$ cat src/rtl/tower_slot_scheduler_pkg.sv
// Shared types and default geometry for the tower slot scheduler.
package tower_pkg;

  localparam int unsigned COORD_W     = 11;
  localparam int unsigned DEF_TOWER_W = 56;
  localparam int unsigned DEF_TOWER_H = 116;
  localparam int unsigned DEF_X_BIAS  = 11;
  localparam int unsigned DEF_Y_BIAS  = 9;

  typedef enum logic {
    OP_PLACE  = 1'b0,
    OP_REMOVE = 1'b1
  } cmd_op_t;

  typedef struct packed {
    logic               active;
    logic [COORD_W-1:0] x;
    logic [COORD_W-1:0] y;
  } tower_slot_t;

  typedef enum logic [1:0] {
    ST_IDLE    = 2'd0,
    ST_PENDING = 2'd1,
    ST_APPLY   = 2'd2,
    ST_DONE    = 2'd3
  } sched_state_t;

endpackage

$ cat src/rtl/tower_hit_detect.sv
// Combinational rectangle hit test for one slot; also returns the raw pixel offsets.
module tower_hit_detect
  import tower_pkg::*;
#(
  parameter int unsigned TOWER_W = DEF_TOWER_W,
  parameter int unsigned TOWER_H = DEF_TOWER_H
) (
  input  tower_slot_t        i_slot,
  input  logic [COORD_W-1:0] i_pixel_x,
  input  logic [COORD_W-1:0] i_pixel_y,
  output logic               o_hit,
  output logic [COORD_W-1:0] o_dx,
  output logic [COORD_W-1:0] o_dy
);

  logic [COORD_W:0] w_end_x;
  logic [COORD_W:0] w_end_y;

  // One extra bit on the far edge keeps towers near the 11-bit limit from wrapping.
  assign w_end_x = {1'b0, i_slot.x} + (COORD_W+1)'(TOWER_W);
  assign w_end_y = {1'b0, i_slot.y} + (COORD_W+1)'(TOWER_H);

  assign o_hit = i_slot.active
               & (i_pixel_x >= i_slot.x) & ({1'b0, i_pixel_x} < w_end_x)
               & (i_pixel_y >= i_slot.y) & ({1'b0, i_pixel_y} < w_end_y);

  assign o_dx = i_pixel_x - i_slot.x;
  assign o_dy = i_pixel_y - i_slot.y;

endmodule

$ cat src/rtl/tower_slot_scheduler.sv
// Slot table, frame-aligned command FSM and lowest-index-wins selection feeding one tower bitmap.
module tower_slot_scheduler
  import tower_pkg::*;
#(
  parameter int unsigned NUM_SLOTS = 8,
  parameter int unsigned SCREEN_W  = 640,
  parameter int unsigned SCREEN_H  = 480,
  parameter int unsigned TOWER_W   = DEF_TOWER_W,
  parameter int unsigned TOWER_H   = DEF_TOWER_H,
  parameter int unsigned X_BIAS    = DEF_X_BIAS,
  parameter int unsigned Y_BIAS    = DEF_Y_BIAS,
  localparam int unsigned SLOT_W   = $clog2(NUM_SLOTS)
) (
  input  logic               clk,
  input  logic               reset,
  input  logic [COORD_W-1:0] pixelX,
  input  logic [COORD_W-1:0] pixelY,
  input  logic               startOfFrame,
  input  logic               cmd_valid,
  output logic               cmd_ready,
  input  logic               cmd_op,
  input  logic [SLOT_W-1:0]  cmd_slot,
  input  logic [COORD_W-1:0] cmd_x,
  input  logic [COORD_W-1:0] cmd_y,
  output logic               cmd_done,
  output logic               cmd_error,
  output logic [COORD_W-1:0] offsetX,
  output logic [COORD_W-1:0] offsetY,
  output logic               InsideRectangle,
  output logic [SLOT_W-1:0]  hitSlot,
  output logic [SLOT_W:0]    towerCount
);

  sched_state_t       r_state;
  sched_state_t       w_state_nxt;
  cmd_op_t            r_op;
  logic [SLOT_W-1:0]  r_slot;
  logic [COORD_W-1:0] r_x;
  logic [COORD_W-1:0] r_y;
  logic               r_done;
  logic               r_error;
  logic [SLOT_W:0]    r_count;
  tower_slot_t        r_table [NUM_SLOTS];

  logic [NUM_SLOTS-1:0] w_hit;
  logic [COORD_W-1:0]   w_dx [NUM_SLOTS];
  logic [COORD_W-1:0]   w_dy [NUM_SLOTS];
  logic                 w_any;
  logic                 w_take;
  logic [SLOT_W-1:0]    w_win;
  logic [COORD_W-1:0]   w_sel_dx;
  logic [COORD_W-1:0]   w_sel_dy;
  logic                 w_out_of_screen;
  logic                 w_reject;

  logic [COORD_W-1:0] r_offset_x;
  logic [COORD_W-1:0] r_offset_y;
  logic               r_inside;
  logic [SLOT_W-1:0]  r_hit_slot;

  localparam logic [SLOT_W:0] COUNT_ONE = {{SLOT_W{1'b0}}, 1'b1};

  assign w_out_of_screen = (({1'b0, r_x} + (COORD_W+1)'(TOWER_W)) > (COORD_W+1)'(SCREEN_W))
                         | (({1'b0, r_y} + (COORD_W+1)'(TOWER_H)) > (COORD_W+1)'(SCREEN_H));
  assign w_reject = (r_op == OP_PLACE) ? (r_table[r_slot].active | w_out_of_screen)
                                       : ~r_table[r_slot].active;

  // Command FSM next state; the accept cycle is IDLE, so a coincident startOfFrame is ignored.
  always_comb begin
    w_state_nxt = r_state;
    case (r_state)
      ST_IDLE:    w_state_nxt = cmd_valid ? ST_PENDING : ST_IDLE;
      ST_PENDING: w_state_nxt = startOfFrame ? ST_APPLY : ST_PENDING;
      ST_APPLY:   w_state_nxt = ST_DONE;
      ST_DONE:    w_state_nxt = ST_IDLE;
      default:    w_state_nxt = ST_IDLE;
    endcase
  end

  // FSM state, latched command and completion status.
  always_ff @(posedge clk) begin
    if (reset) begin
      r_state <= ST_IDLE;
      r_op    <= OP_PLACE;
      r_slot  <= '0;
      r_x     <= '0;
      r_y     <= '0;
      r_done  <= 1'b0;
      r_error <= 1'b0;
      r_count <= '0;
    end else begin
      r_state <= w_state_nxt;
      if (r_state == ST_IDLE && cmd_valid) begin
        r_op   <= cmd_op_t'(cmd_op);
        r_slot <= cmd_slot;
        r_x    <= cmd_x;
        r_y    <= cmd_y;
      end
      r_done  <= (r_state == ST_APPLY);
      r_error <= (r_state == ST_APPLY) & w_reject;
      if (r_state == ST_APPLY && !w_reject) begin
        r_count <= (r_op == OP_PLACE) ? (r_count + COUNT_ONE) : (r_count - COUNT_ONE);
      end
    end
  end

  // Slot table; only written in APPLY, which is the cycle after startOfFrame.
  always_ff @(posedge clk) begin
    if (reset) begin
      for (int i = 0; i < NUM_SLOTS; i++) begin
        r_table[i] <= '0;
      end
    end else if (r_state == ST_APPLY && !w_reject) begin
      if (r_op == OP_PLACE) begin
        r_table[r_slot] <= '{active: 1'b1, x: r_x, y: r_y};
      end else begin
        r_table[r_slot].active <= 1'b0;
      end
    end
  end

  for (genvar g = 0; g < NUM_SLOTS; g++) begin : g_hit
    tower_hit_detect #(
      .TOWER_W (TOWER_W),
      .TOWER_H (TOWER_H)
    ) u_hit (
      .i_slot    (r_table[g]),
      .i_pixel_x (pixelX),
      .i_pixel_y (pixelY),
      .o_hit     (w_hit[g]),
      .o_dx      (w_dx[g]),
      .o_dy      (w_dy[g])
    );
  end

  // Priority encoder: the first hitting slot in ascending order wins.
  always_comb begin
    w_any    = 1'b0;
    w_take   = 1'b0;
    w_win    = '0;
    w_sel_dx = '0;
    w_sel_dy = '0;
    for (int i = 0; i < NUM_SLOTS; i++) begin
      w_take   = w_hit[i] & ~w_any;
      w_win    = w_take ? SLOT_W'(i) : w_win;
      w_sel_dx = w_take ? w_dx[i] : w_sel_dx;
      w_sel_dy = w_take ? w_dy[i] : w_sel_dy;
      w_any    = w_any | w_hit[i];
    end
  end

  // Registered hit outputs, zeroed when no tower covers the pixel.
  always_ff @(posedge clk) begin
    if (reset) begin
      r_inside   <= 1'b0;
      r_hit_slot <= '0;
      r_offset_x <= '0;
      r_offset_y <= '0;
    end else begin
      r_inside   <= w_any;
      r_hit_slot <= w_win;
      r_offset_x <= w_any ? (w_sel_dx + COORD_W'(X_BIAS)) : '0;
      r_offset_y <= w_any ? (w_sel_dy + COORD_W'(Y_BIAS)) : '0;
    end
  end

  assign cmd_ready       = (r_state == ST_IDLE) & ~reset;
  assign cmd_done        = r_done;
  assign cmd_error       = r_error;
  assign offsetX         = r_offset_x;
  assign offsetY         = r_offset_y;
  assign InsideRectangle = r_inside;
  assign hitSlot         = r_hit_slot;
  assign towerCount      = r_count;

endmodule
$ cat config.mk
export PLATFORM = sky130hd
export DESIGN_NAME = tower_slot_scheduler
export DESIGN_NICKNAME = d
export VERILOG_FILES = /design/src/rtl/tower_slot_scheduler_pkg.sv /design/src/rtl/tower_hit_detect.sv /design/src/rtl/tower_slot_scheduler.sv
export SDC_FILE = /design/constraint.sdc
export NUM_CORES = 1
export LEC_CHECK = 0
export ABC_AREA = 1
export BUFFER_PORTS_ARGS = -buffer_cell sky130_fd_sc_hd__buf_4
export CORE_UTILIZATION = 50
export CTS_BUF_LIST = sky130_fd_sc_hd__clkbuf_16
export DETAILED_ROUTE_END_ITERATION = 10
export PLACE_DENSITY_LB_ADDON = 0.3
export SLEW_MARGIN = 20
export SYNTH_ARGS = -nofsm -noshare
export SYNTH_HDL_FRONTEND = slang
export SYNTH_SLANG_ARGS = --single-unit
$ cat constraint.sdc
create_clock -name clk -period 9.9 [get_ports clk]
set_input_delay 0.495 -clock clk [delete_from_list [all_inputs] [get_ports clk]]
set_output_delay 0.495 -clock clk [all_outputs]
set_load 0.05 [all_outputs]
# Word level (Yosys, flattened, before mapping)
# Memories as Yosys holds them, arrays and structs flattened. A register that Yosys moved wholly into a read port is not among the register bits.
# Index checks and enable logic that the tools add are counted.
[word_totals] output_inout_bits=33 n_memories=1 ram_bits=184 in_bits=52 ff_bits=60
[memory_table] name="r_table" depth=8 width=23 rd=9 rd_clocked_by_memory_dff=1 wr=8 line="tower_slot_scheduler.sv:43" source="tower_slot_t r_table [NUM_SLOTS];"
[classes] reduce_logical=6 magnitude_cmp=34 n_bitwise=61 n_addsub=38 n_eq_ne=3 mux=44
[op_table] op="< comparator 11 x 12 -> 1 bit" n=16
[op_table] op="greater-or-equal comparator 11 bit" n=16
[op_table] op="2-to-1 mux 11 bit" n=16
[op_table] op="subtractor 11 bit" n=16
[op_table] op="adder 11 x 6 -> 12 bit (second input constant)" n=9
[op_table] op="adder 11 x 7 -> 12 bit (second input constant)" n=9
[op_table] op="AND 1 bit" n=41
[op_table] op="2-to-1 mux 23 bit" n=1
[op_table] op="OR reduction 23 bit" n=1
[op_table] op="adder 11 x 4 -> 11 bit (second input constant)" n=2
[op_table] op="2-to-1 mux 3 bit" n=7
[op_table] op="2-to-1 mux 1 bit" n=14
[op_table] op="greater-than comparator 12 x 10 -> 1 bit (second input constant)" n=1
[op_table] op="greater-than comparator 12 x 9 -> 1 bit (second input constant)" n=1
[op_table] op="NOT 1 bit" n=10
[op_table] op="bitwise OR 1 bit" n=10
[op_table] op="2-to-1 mux 2 bit" n=4
[op_table] op="case mux 2 bit (4 select lines)" n=1
[op_table] op="adder 4 x 1 -> 4 bit (second input constant)" n=1
[op_table] op="equality test 2 bit (second input constant)" n=2
[op_table] op="2-to-1 mux 4 bit" n=1
[op_table] op="subtractor 4 x 1 -> 4 bit (second input constant)" n=1
[op_table] op="equality test 2 x 1 -> 1 bit (second input constant)" n=1
[op_table] op="logical AND 1 bit" n=2
[op_table] op="3 further kinds" n=3

# Longest topological paths before layout
# Gate-level depths: netlist of run 1.
# An unclocked memory read counts as a cell.
[depth] depth_word=16 depth_mapped=31 depth_no_buf=30

# By module
# A second synthesis of run 1 with hierarchy kept.
[unflattened] hier_cells=3433 area_unflattened_um2=24977.7
[modules_own_cells] module="tower_slot_scheduler" seq_area_each_um2=6786.5 instances=1 area_per_inst_um2=10847.9 cells_each=1120
[modules_own_cells] module="tower_hit_detect (g_hit[2].u_hit ...)" seq_area_each_um2=0.0 instances=3 area_per_inst_um2=1764.2 cells_each=288
[modules_own_cells] module="tower_hit_detect (g_hit[0].u_hit ...)" seq_area_each_um2=0.0 instances=2 area_per_inst_um2=1770.4 cells_each=290
[modules_own_cells] module="tower_hit_detect (g_hit[7].u_hit)" seq_area_each_um2=0.0 instances=1 area_per_inst_um2=1775.5 cells_each=293
[modules_own_cells] module="tower_hit_detect (g_hit[3].u_hit)" seq_area_each_um2=0.0 instances=1 area_per_inst_um2=1769.2 cells_each=289
[modules_own_cells] module="tower_hit_detect (g_hit[1].u_hit)" seq_area_each_um2=0.0 instances=1 area_per_inst_um2=1751.7 cells_each=287

# Worst setup path before layout of run 1
# Ideal clock, no wire load.
[synth_timing] path_kind="flip-flop to flip-flop" from="memory r_table[2][2] in the netlist's numbering" to="register r_offset_y[8] (netlist: offsetY[8])" arrival_time_ns=3.458 slack_ns=6.314 required_ns=9.772 setup_ns=0.128 stages_incl_launch_ff=29 path_cell_list="edfxtp_1 ha_1 nor2_1 nand2_1 o21ai_0 xor2_1 ha_1 nand2_1 inv_1 nand2_1 nand2_1 nand2_1 a21oi_1 nor2_4 nor2_8 nand3_4 nor2_4 buf_4 nand2_1 nand3_1 nor2_1 nor2_2 ha_1 nand2_1 nand2_2 nand2_2 nor2_4 xor2_1 nor2_1"
[synth_rtl] element="start: declaration" line="tower_slot_scheduler.sv:43"
[synth_rtl] element="end signal: assignment" line="tower_slot_scheduler.sv:163" source="r_offset_y <= w_any ? (w_sel_dy + COORD_W'(Y_BIAS)) : '0;"
[synth_rtl] element="end: declaration" line="tower_slot_scheduler.sv:57" source="logic [COORD_W-1:0] r_offset_y;"

==> results of run 1 <==
[cell type report]
class	count	area, um^2	area share
inverters	486	1830	0.0678
flip-flops and latches	247	6790	0.252
well taps	615	769	0.0286
clock buffers	39	976	0.0362
clock inverters	18	120	0.00446
multi-input cells	2561	15800	0.585
repair buffers	92	691	0.0257
[tightest hold or removal path, cell delays in order]
cell	delay, ns
buf_4	0.07
o21ai_0	0.07
nor2_1	0.07
[per-stage QoR]
stage                util  instance area (um^2)  setup WS, ns
global route        0.560                 26900          4.92
global placement    0.537                 25800          5.25
detailed placement  0.537                 25800          5.16
finish              0.560                 26900          5.27
CTS                 0.560                 26900          5.34
floorplan               -                 24600          6.31
[logic make-up after synthesis]
logic type,Yosys count,synth area share
simple gates,1487,0.265
other cells,1,0.000153
fa+ha+maj,350,0.184
compound gates,483,0.112
buf+inv,531,0.0849
xor+xnor,217,0.0775
flops,247,0.277
[routing by layer]
layer,vias up,global-route usage
li1,11200,-
met1,9956,0.408
met2,824,0.463
met3,157,0.0374
met4,0,0.102
met5,-,0
[sequential cells by signal, summed over array words and instances, names as in the netlist, named ones only]
name             count
r_state              1
r_y                 11
r_table            184
hitSlot              3
r_slot               3
cmd_error            1
offsetX             11
offsetY             11
towerCount           4
r_x                 11
cmd_done             1
r_op                 1
InsideRectangle      1
[power by group]
| part | leakage [nW] | internal, mW | switching, mW |
|---|---|---|---|
| combinational | 9.82 | 0.339 | 0.675 |
| sequential | 2.40 | 1.16 | 0.0320 |
| clock | 0.555 | 0.704 | 0.516 |
| total | 12.8 | 2.20 | 1.22 |
[cell usage in the layout, fill, tap and decap left out, types with 16 or more instances in the layout]
cell	instances
inv_1	450
edfxtp_1	184
dfxtp_1	63
nand2_2	24
nand3_1	189
ha_1	333
fa_1	17
xnor2_1	54
clkbuf_16	39
nand2_1	689
nand3b_1	16
inv_2	20
a31oi_1	20
o21ai_0	116
o21ai_1	16
xor2_1	163
nand4_1	54
clkinv_1	17
conb_1	24
buf_4	92
nor2_1	385
nor3_1	54
a21oi_1	240
a21o_1	16
[final timing paths]
check,endpoint,depth (start not counted),slack (ns)
max,offsetY[10]$_SDFF_PP0_,27,5.27
min,r_y[9]$_SDFFE_PP0P_,3,0.14
max reg2reg,offsetY[10]$_SDFF_PP0_,27,5.27
min reg2reg,towerCount[3]$_SDFFE_PP0P_,2,0.48
==> metrics.log, run 1 <==
INFO  metric fp.dieW = 223 um
INFO  metric crit_path_max_fanout = 23
INFO  metric yosys-top-cells-area = edfxtp_1, ha_1, nand2_1, inv_1, nor2_1
INFO  metric floorplan.die_area = around 50000 um^2
INFO  metric asyncSetResetFlopFracSynth = 0
INFO  metric tritoncts = yes
INFO  metric timing.final.hold_violations = 0
INFO  metric clkTransAtPathRegs = approximately 0.070 ns
INFO  metric finalSetupViolCount = 0
INFO  metric relSlewSlack = 0.259
INFO  metric min-delay-start = cmd_y[9]
INFO  metric die_span_y = roughly 220 um
INFO  metric most_frequent_cells_after_synthesis = nand2_1, inv_1, nor2_1
INFO  metric synth_top_area_share = 0.225
INFO  metric status = complete, no violations
INFO  metric grt_antenna_before_repair = 0
INFO  metric synth_most_common_cell = nand2_1
INFO  metric wl_per_cell = between 15 and 20 um
INFO  metric gp_congestion = about 0.99
INFO  metric drt-met1-wl = about 33000 um
INFO  metric ctsLongestPathBuffers = 3
INFO  metric layout.cells.non_filler = 4058
INFO  metric worstMarginPinSlew = roughly 1.1 ns
INFO  metric wl_met3 = 5480 um
INFO  metric setup.worst_path.start = r_table[0][2]$_SDFFCE_PN0P_
INFO  metric area.growth.synth_to_final = 9.79%
INFO  metric floorplan.initialDensity = 0.510
INFO  metric diodes = 0
INFO  metric vdd_ir_drop_max = around 0.12 mV
INFO  metric total_power = about 3.4 mW
INFO  metric coreArea = between 40000 and 50000 um^2
INFO  metric maxClockFrequency = between 200 and 250 MHz
INFO  metric crit_arrival = between 5 and 6 ns
INFO  metric grt_pass1_wl = ~110000 um
INFO  metric worst_path_dominant_cell_family = simple AND/OR/NAND/NOR gates
INFO  metric hold_buffers = 0
INFO  metric cp-start-kind = flip-flop
INFO  metric grt_start_max_net_pins = 52
INFO  metric layout_nets = 3821
INFO  metric drtPass1Iterations = 6
INFO  metric synthesis_warnings = 0
INFO  metric cpMaxStageDelayCell = nor2_2
INFO  metric grt.overflow.total = 0
INFO  metric cts_buffers = 31
INFO  metric yosysSeqAreaShare = 0.277
INFO  metric power_density = about 130 nW/um^2
INFO  metric cts_setup_buffers = 0
INFO  metric groute.usage.overall = 0.292
INFO  metric final-max-slew-violation-count = 0
INFO  metric p_leak = 12.8 nW
INFO  metric timing.setup.tns = 0 ns
INFO  metric synth_cell_type_count = 63
INFO  metric ys_ff_latch = about 250
INFO  metric antenna_violating_nets_left = 0
INFO  metric final_min_period_over_clock_period = 0.467
INFO  metric final.setup_skew = approximately 0.021 ns
INFO  metric yosys_most_used_dff = edfxtp_1
INFO  metric place.detailed.hpwl = 54200 um
INFO  metric post-synth-top-area-cell = edfxtp_1
INFO  metric cts.sinks = between 200 and 250
INFO  metric worst_path_most_repeated_cell = nand2_1
INFO  metric fillCellCount = 4600
INFO  metric max-cap-violations = 0
INFO  metric period_needed = ~4.6 ns
INFO  metric grt_pass1_vias = 20600
INFO  metric top_layer = met4
INFO  metric detail_route.vias_per_cell = 5.45
INFO  metric worstSkewPairLatency = 0.61 ns
INFO  metric synthCells = 3316
INFO  metric synthesis.area_per_instance = between 7 and 8 um^2
INFO  metric timing.setup.critical_path_class = flip-flop to flip-flop
INFO  metric synth_enable_flop_cells = about 180
INFO  metric clockRootBuffer = clkbuf_16
INFO  metric final.hold.worst_slack = ~0.14 ns
INFO  metric setup.worst_path.end_class = flip-flop
INFO  metric detailedRoute.firstIterationViolations = approximately 2100
INFO  metric pin_count = 85
INFO  metric num_vias = 22100
INFO  metric port_buffers = between 80 and 90
INFO  metric worst_path_largest_cell_delay = a little over 0.6 ns
INFO  metric buffers_plus_inverters_on_the_worst_setup_path = 0
INFO  metric clock_tree.htree_level_count = 1
INFO  metric met2_wirelength = roughly 31000 um
INFO  metric site_row_count = 80
INFO  metric synth.cell_area = about 25000 um^2
INFO  metric setup_repair_after_global_routing_missed_its_margin = no
INFO  metric worst_ep_required_time = just over 10 ns
INFO  metric timing.rr.start = r_table[0][2]$_SDFFCE_PN0P_
INFO  metric worstHoldPathType = input port to flip-flop
INFO  metric place_inst = 4001
INFO  metric gates_resized_cts_repair = 0
INFO  metric drt_drc_violations_left = 0
INFO  metric drt_wl_total = a little over 70000 um
INFO  metric layout-drive-gt1-share = 0.0781
No activity file was read; power rests on OpenSTA's default activity.
==> inputs of run 2 (changes only) <==
clock period = 4.7 ns   (was 9.9 ns; I/O delays follow)
==> run 2 against run 1 <==
  * Setup slack got worse by 4.9 ns
  * First-iteration DRC count fell by 3.9%
  * Via count rose by 1.4%
  * Routed wire length rose by 0.28%
  * Die area did not move
  * Cell count rose by 1.4%
  * Fmax rose by 6.8%
  * Largest power group is now registers
  * Clock-buffer cell count fell by 8
  * Register-to-register slack got worse by 4.9 ns
  * Clock power rose by 85%
  * Non-clock buffer count rose by 58
  * Critical endpoint is now offsetY[8]$_SDFF_PP0_
==> metrics.log, run 2 (synthesized netlist as in run 1, its figures left out) <==
INFO  metric antenna_violating_nets_left = 0
INFO  metric diodes = 0
INFO  metric relSlewSlack = 0.378
INFO  metric num_vias = 22400
INFO  metric finalSetupViolCount = 0
INFO  metric floorplan.die_area = between 40000 and 50000 um^2
INFO  metric drt_wl_total = slightly above 70000 um
INFO  metric worst_path_dominant_cell_family = simple AND/OR/NAND/NOR gates
INFO  metric clockRootBuffer = clkbuf_16
INFO  metric setup.worst_path.end_class = flip-flop
INFO  metric pin_count = 85
INFO  metric final-max-slew-violation-count = 0
INFO  metric die_span_y = around 220 um
INFO  metric vdd_ir_drop_max = 0.271 mV
INFO  metric crit_arrival = approximately 4.8 ns
INFO  metric ctsLongestPathBuffers = 3
INFO  metric cts_buffers = 30
INFO  metric max-cap-violations = 0
INFO  metric timing.rr.start = r_table[0][2]$_SDFFCE_PN0P_
INFO  metric grt_antenna_before_repair = 1
INFO  metric cts.sinks = 247
INFO  metric crit_path_max_fanout = 23
INFO  metric final.hold.worst_slack = 0.0305 ns
INFO  metric grt_pass1_wl = approximately 110000 um
INFO  metric maxClockFrequency = approximately 230 MHz
INFO  metric cp-start-kind = flip-flop
INFO  metric fp.dieW = around 220 um
INFO  metric drt_drc_violations_left = 0
INFO  metric p_leak = 13.0 nW
INFO  metric seq_area = 6790 um^2
INFO  metric timing.setup.tns = 0 ns
INFO  metric worstHoldPathType = input port to flip-flop
INFO  metric area.growth.synth_to_final = 11.4%
INFO  metric coreArea = between 40000 and 50000 um^2
INFO  metric total_power = roughly 7 mW
INFO  metric final_common_cell = nand2_1
INFO  metric tritoncts = yes
INFO  metric place.detailed.hpwl = 55200 um
INFO  metric worstSkewPairLatency = 0.60 ns
INFO  metric site_row_count = 80
INFO  metric detail_route.vias_per_cell = between 5 and 6
INFO  metric setup.worst_path.start = r_table[0][2]$_SDFFCE_PN0P_
INFO  metric gp_congestion = slightly above 1
INFO  metric grt_start_max_net_pins = 52
INFO  metric power_density = 254 nW/um^2
INFO  metric layout.cells.non_filler = 4115
INFO  metric drtPass1Iterations = 6
INFO  metric period_needed = between 4 and 5 ns
INFO  metric grt.overflow.total = 0
INFO  metric clock_tree.htree_level_count = 1
INFO  metric r2r_end = offsetY[8]$_SDFF_PP0_
INFO  metric status = complete, no violations
INFO  metric cp-endpoint = offsetY[8]$_SDFF_PP0_
INFO  metric worst_path_most_repeated_cell = nand2_1
INFO  metric layout.cells.most_common_list = nand2_1, inv_1, nor2_1
INFO  metric grt_pass1_vias = 20900
INFO  metric setup_repair_after_global_routing_missed_its_margin = no
INFO  metric depth_of_the_most_critical_reg_to_reg_path = 27
INFO  metric timing.final.hold_violations = 0
INFO  metric fillCellCount = approximately 4500
INFO  metric final.setup_skew = between 0.015 and 0.02 ns
INFO  metric buffers_plus_inverters_on_the_worst_setup_path = 0
INFO  metric detailedRoute.firstIterationViolations = slightly above 2000
INFO  metric layout_nets = just under 4000
INFO  metric place_inst = a little over 4000
INFO  metric worst_path_largest_cell_delay = approximately 0.45 ns
INFO  metric port_buffers = between 80 and 90
INFO  metric placedInstanceArea = between 20000 and 30000 um^2
INFO  metric regToRegSetupSlack = between 0.3 and 0.4 ns
INFO  metric multiInputGateArea = roughly 16000 um^2
INFO  metric timing.setup.critical_path_class = flip-flop to flip-flop
INFO  metric path_depth = 27
INFO  metric final_min_period_over_clock_period = 0.922
INFO  metric stdcell_area = around 27000 um^2
INFO  metric layout-drive-gt1-share = 0.0829
INFO  metric worst_ep_required_time = a little over 5 ns
INFO  metric worstMarginPinSlew = ~0.93 ns
INFO  metric max_ffs_per_register = 184
INFO  metric floorplan.initialDensity = 0.510
INFO  metric groute.usage.overall = 0.292
INFO  metric cpMaxStageDelayCell = edfxtp_1
INFO  metric clkTransAtPathRegs = approximately 0.06 ns
INFO  metric largest_register = r_table
INFO  metric wl_per_cell = 17.6 um
==> run 2: worst min-delay path by stage <==
stage	endpoint	slack (ns)	depth (start not counted)	from
global route	r_slot[0]$_SDFFE_PP0P_	0.09	3	cmd_slot[0]
CTS	r_slot[0]$_SDFFE_PP0P_	0.008	3	cmd_slot[0]
detailed placement	towerCount[3]$_SDFFE_PP0P_	0.47	2	towerCount[3]$_SDFFE_PP0P_
global placement	towerCount[3]$_SDFFE_PP0P_	0.46	2	towerCount[3]$_SDFFE_PP0P_
floorplan	flip-flop	0.40	2	startOfFrame
finish	r_slot[0]$_SDFFE_PP0P_	0.03	3	cmd_slot[0]
==> run 2: metal layers <==
layer  vias up  routed length (um)  share of wire  global-route usage
met4         2                3110          0.043               0.116
met2       887               31300           0.43               0.466
met5         -                  13        0.00018                   0
met1     10100               32200           0.44               0.397
met3       177                5890          0.081              0.0408
li1      11300                   -              -                   -
==> run 2: layout make-up <==
class | instances | share of cell area
Multi-Input combinational cell | 2561 | 0.577
Sequential cell | 247 | 0.249
Inverter | 486 | 0.0668
Timing Repair Buffer | 150 | 0.0449
Clock buffer | 31 | 0.0284
Tap cell | 615 | 0.0282
Clock inverter | 25 | 0.00573
==> run 2: what timing repair did <==
action	in CTS	in global routing
endpoints found under the hold margin	29	0
endpoints found under the setup margin	0	7
hold buffers	25	0
buffers inserted	0	3
resized for setup	0	4
==> run 2: worst register-to-register path, delay by kind of cell, from the launching register on <==
family        cells  cell delay [ns]
simple gates     22             2.76
fa+ha+maj         3             0.75
flops             1             0.45
xor+xnor          2             0.27
==> run 2: power by group <==
group	switching, mW	total (mW)	internal (mW)	leakage, nW
combinational	1.43	2.18	0.750	10.1
sequential	0.0671	2.51	2.44	2.40
clock	1.01	2.26	1.25	0.486
total	2.51	6.94	4.44	13.0
==> run 2: through the flow <==
stage | setup WS [ns] | utilization
2_1_floorplan | 1.11 | -
3_3_place_gp | 0.426 | 0.543
3_5_place_dp | 0.303 | 0.543
4_1_cts | 0.299 | 0.567
5_1_grt | 0.0138 | 0.568
6_report | 0.367 | 0.568
==> inputs of run 3 (changes only) <==
clock period = 4.09 ns   (was 4.7 ns; I/O delays follow)
==> run 3 against run 2 <==
  * Clock skew is 0.0047 ns higher
  * Sequential power rose by 15%
  * Combinational power up 19%
  * Largest cell class unchanged
  * Via count increased by 0.86%
==> metrics.log, run 3 (synthesized netlist as in run 1, its figures left out) <==
INFO  metric area.growth.synth_to_final = 15.5%
INFO  metric max-cap-violations = 0
INFO  metric tritoncts = yes
INFO  metric grt.overflow.total = 0
INFO  metric worst_ep_required_time = around 4.6 ns
INFO  metric cp-start-kind = flip-flop
INFO  metric p_switching = 2.90 mW
INFO  metric setup.worst_path.end_class = flip-flop
INFO  metric max_ffs_per_register = approximately 180
INFO  metric maxClockFrequency = 253 MHz
INFO  metric final_core_util = 0.589
INFO  metric p_leak = around 13 nW
INFO  metric relSlewSlack = 0.357
INFO  metric clockRootBuffer = clkbuf_16
INFO  metric place.detailed.hpwl = ~54000 um
INFO  metric detailedRoute.firstIterationViolations = 1801
INFO  metric floorplan.initialDensity = 0.510
INFO  metric placedInstanceArea = 26500 um^2
INFO  metric met1_layer_usage_reported_by_global_route = 0.390
INFO  metric cts_buffers = 30
INFO  metric cts.sinks = 247
INFO  metric setup_repair_after_global_routing_missed_its_margin = yes
INFO  metric grt_pass1_wl = between 100000 and 150000 um
INFO  metric share_clk_of_total_power = 0.339
INFO  metric ctsLongestPathBuffers = 3
INFO  metric floorplan.die_area = 49900 um^2
INFO  metric num_vias = ~23000
INFO  metric stdcell_area = approximately 28000 um^2
INFO  metric crit_arrival = ~4.5 ns
INFO  metric intPower = between 5 and 6 mW
INFO  metric largest_register = r_table
INFO  metric diodes = 0
INFO  metric status = complete, no violations
INFO  metric use_met2 = 0.462
INFO  metric grt_start_max_net_pins = 52
INFO  metric power_density = ~290 nW/um^2
INFO  metric fp.dieW = 223 um
INFO  metric timing.setup.critical_path_class = flip-flop to flip-flop
INFO  metric layout.cells.non_filler = 4203
INFO  metric final_min_period_over_clock_period = 0.967
INFO  metric finalSetupViolCount = 0
INFO  metric drt_wl_total = 72100 um
INFO  metric pre_cts_ws = roughly 0.049 ns
INFO  metric worstHoldPathType = input port to flip-flop
INFO  metric coreArea = just under 50000 um^2
INFO  metric globalRoute.busiestLayer = met2
INFO  metric grt.met3_usage = 0.0346
INFO  metric wl_per_cell = between 15 and 20 um
INFO  metric pwr-share-seq = 0.348
INFO  metric crit_path_max_fanout = 7
INFO  metric layout-drive-gt1-share = 0.122
INFO  metric final.hold.worst_slack = approximately 0.094 ns
INFO  metric detail_route.vias_per_cell = 5.38
INFO  metric die_span_y = 223 um
INFO  metric place_inst = roughly 4100
INFO  metric antenna_violating_nets_left = 0
INFO  metric layout.cells.most_common_list = nand2_1, inv_1, nor2_1
INFO  metric grt_antenna_before_repair = 1
INFO  metric vdd_ir_drop_max = around 0.32 mV
INFO  metric site_row_count = 80
INFO  metric layout_nets = around 4000
INFO  metric sw_frac_of_total = 0.349
INFO  metric gp_congestion = approximately 1
INFO  metric port_buffers = between 80 and 90
INFO  metric final.setup_skew = 0.0234 ns
INFO  metric clkTransAtPathRegs = approximately 0.06 ns
INFO  metric worstMarginPinSlew = approximately 0.96 ns
INFO  metric period_needed = around 4 ns
INFO  metric final_common_cell = nand2_1
INFO  metric timing.final.hold_violations = 0
INFO  metric drtPass1Iterations = 6
INFO  metric clock_tree.htree_level_count = 1
INFO  metric worstSkewPairLatency = just under 0.6 ns
INFO  metric pin_count = 85
INFO  metric final-max-slew-violation-count = 0
INFO  metric comb_power_share = 0.312
INFO  metric groute.usage.overall = 0.285
INFO  metric drt_drc_violations_left = 0
INFO  metric grt_pass1_vias = ~21000
INFO  metric final.setup.worst_slack = 0.136 ns
-- run 3: changes by cell type in the layout (fill, tap and decap cells not counted), sizes merged --
cell / before / now
inv: 479 / 477
buf: 125 / 214
bufinv: 1 / 3
clkinvlp: 3 / 2
dlygate4sd3: 25 / 24
clkinv: 28 / 27
clkbuf: 31 / 33
-- run 3: worst paths after layout --
kind | slack, ns | start | depth (start not counted) | to
setup reg to reg | 0.14 | r_table[1][2]$_SDFFCE_PN0P_ | 27 | offsetX[10]$_SDFF_PP0_
setup / recovery | 0.14 | r_table[1][2]$_SDFFCE_PN0P_ | 27 | offsetX[10]$_SDFF_PP0_
hold reg to reg | 0.49 | r_y[9]$_SDFFE_PP0P_ | 2 | r_y[9]$_SDFFE_PP0P_
hold / removal | 0.09 | cmd_y[5] | 3 | r_y[5]$_SDFFE_PP0P_
-- run 3: layer usage --
metal  part of all wire  vias to the layer above  wire length, um
met1               0.44                    10200            31500
met4              0.039                        0             2820
met5                  0                        -                0
li1                   -                    11500                -
met3              0.077                      155             5590
met2               0.45                      782            32200
-- run 3: layout make-up --
| type | instances | area, um^2 |
|---|---|---|
| clock buffers | 33 | 826 |
| flip-flops and latches | 247 | 6790 |
| multi-input cells | 2561 | 16000 |
| repair buffers | 238 | 1880 |
| fillers | 4422 | 19700 |
| inverters | 486 | 1830 |
| well taps | 615 | 769 |
| clock inverters | 23 | 216 |
-- run 3: worst max-delay path: stages (launching register included) --
cell and delay (ns):
edfxtp_1 0.52, ha_4 0.23, nor2_4 0.07, nand2_2 0.08
xor2_2 0.16, ha_1 0.30, nand2_2 0.06, nor2_2 0.10
nand2_1 0.07, nand2_1 0.06, nand2_1 0.05, nand2_1 0.05
nand2_1 0.04, nand2_1 0.07, nand2_2 0.06, nand2_4 0.11
nand2_8 0.08, nor2_8 0.16, nand3_4 0.13, nor2_8 0.19
nand3_4 0.16, buf_12 0.17, buf_4 0.15, or2_0 0.20
and2_4 0.16, nor2_1 0.13, nand4_1 0.14, a21oi_2 0.14
-- run 3: stage by stage --
step / setup TNS, ns / total power [mW]
floorplan: 0 / 4.61
global placement: 0 / 5.39
detailed placement: 0 / 5.40
CTS: 0 / 8.24
global route: -0.286 / 8.70
finish: 0 / 8.29
-- run 3: repair_timing --
item,CTS,global route
hold endpoints to repair,30,0
resized for setup,0,81
buffers inserted,0,29
hold buffers,24,0
endpoints found under the setup margin,0,18
-- run 3: power groups by stage --
stage               Combinational (mW)  Clock, mW  Sequential [mW]
floorplan                         1.65          0             2.97
global placement                  2.45          0             2.93
detailed placement                2.47          0             2.94
CTS                               2.50       2.86             2.88
global route                      2.86       2.94             2.90
finish                            2.59       2.81             2.89
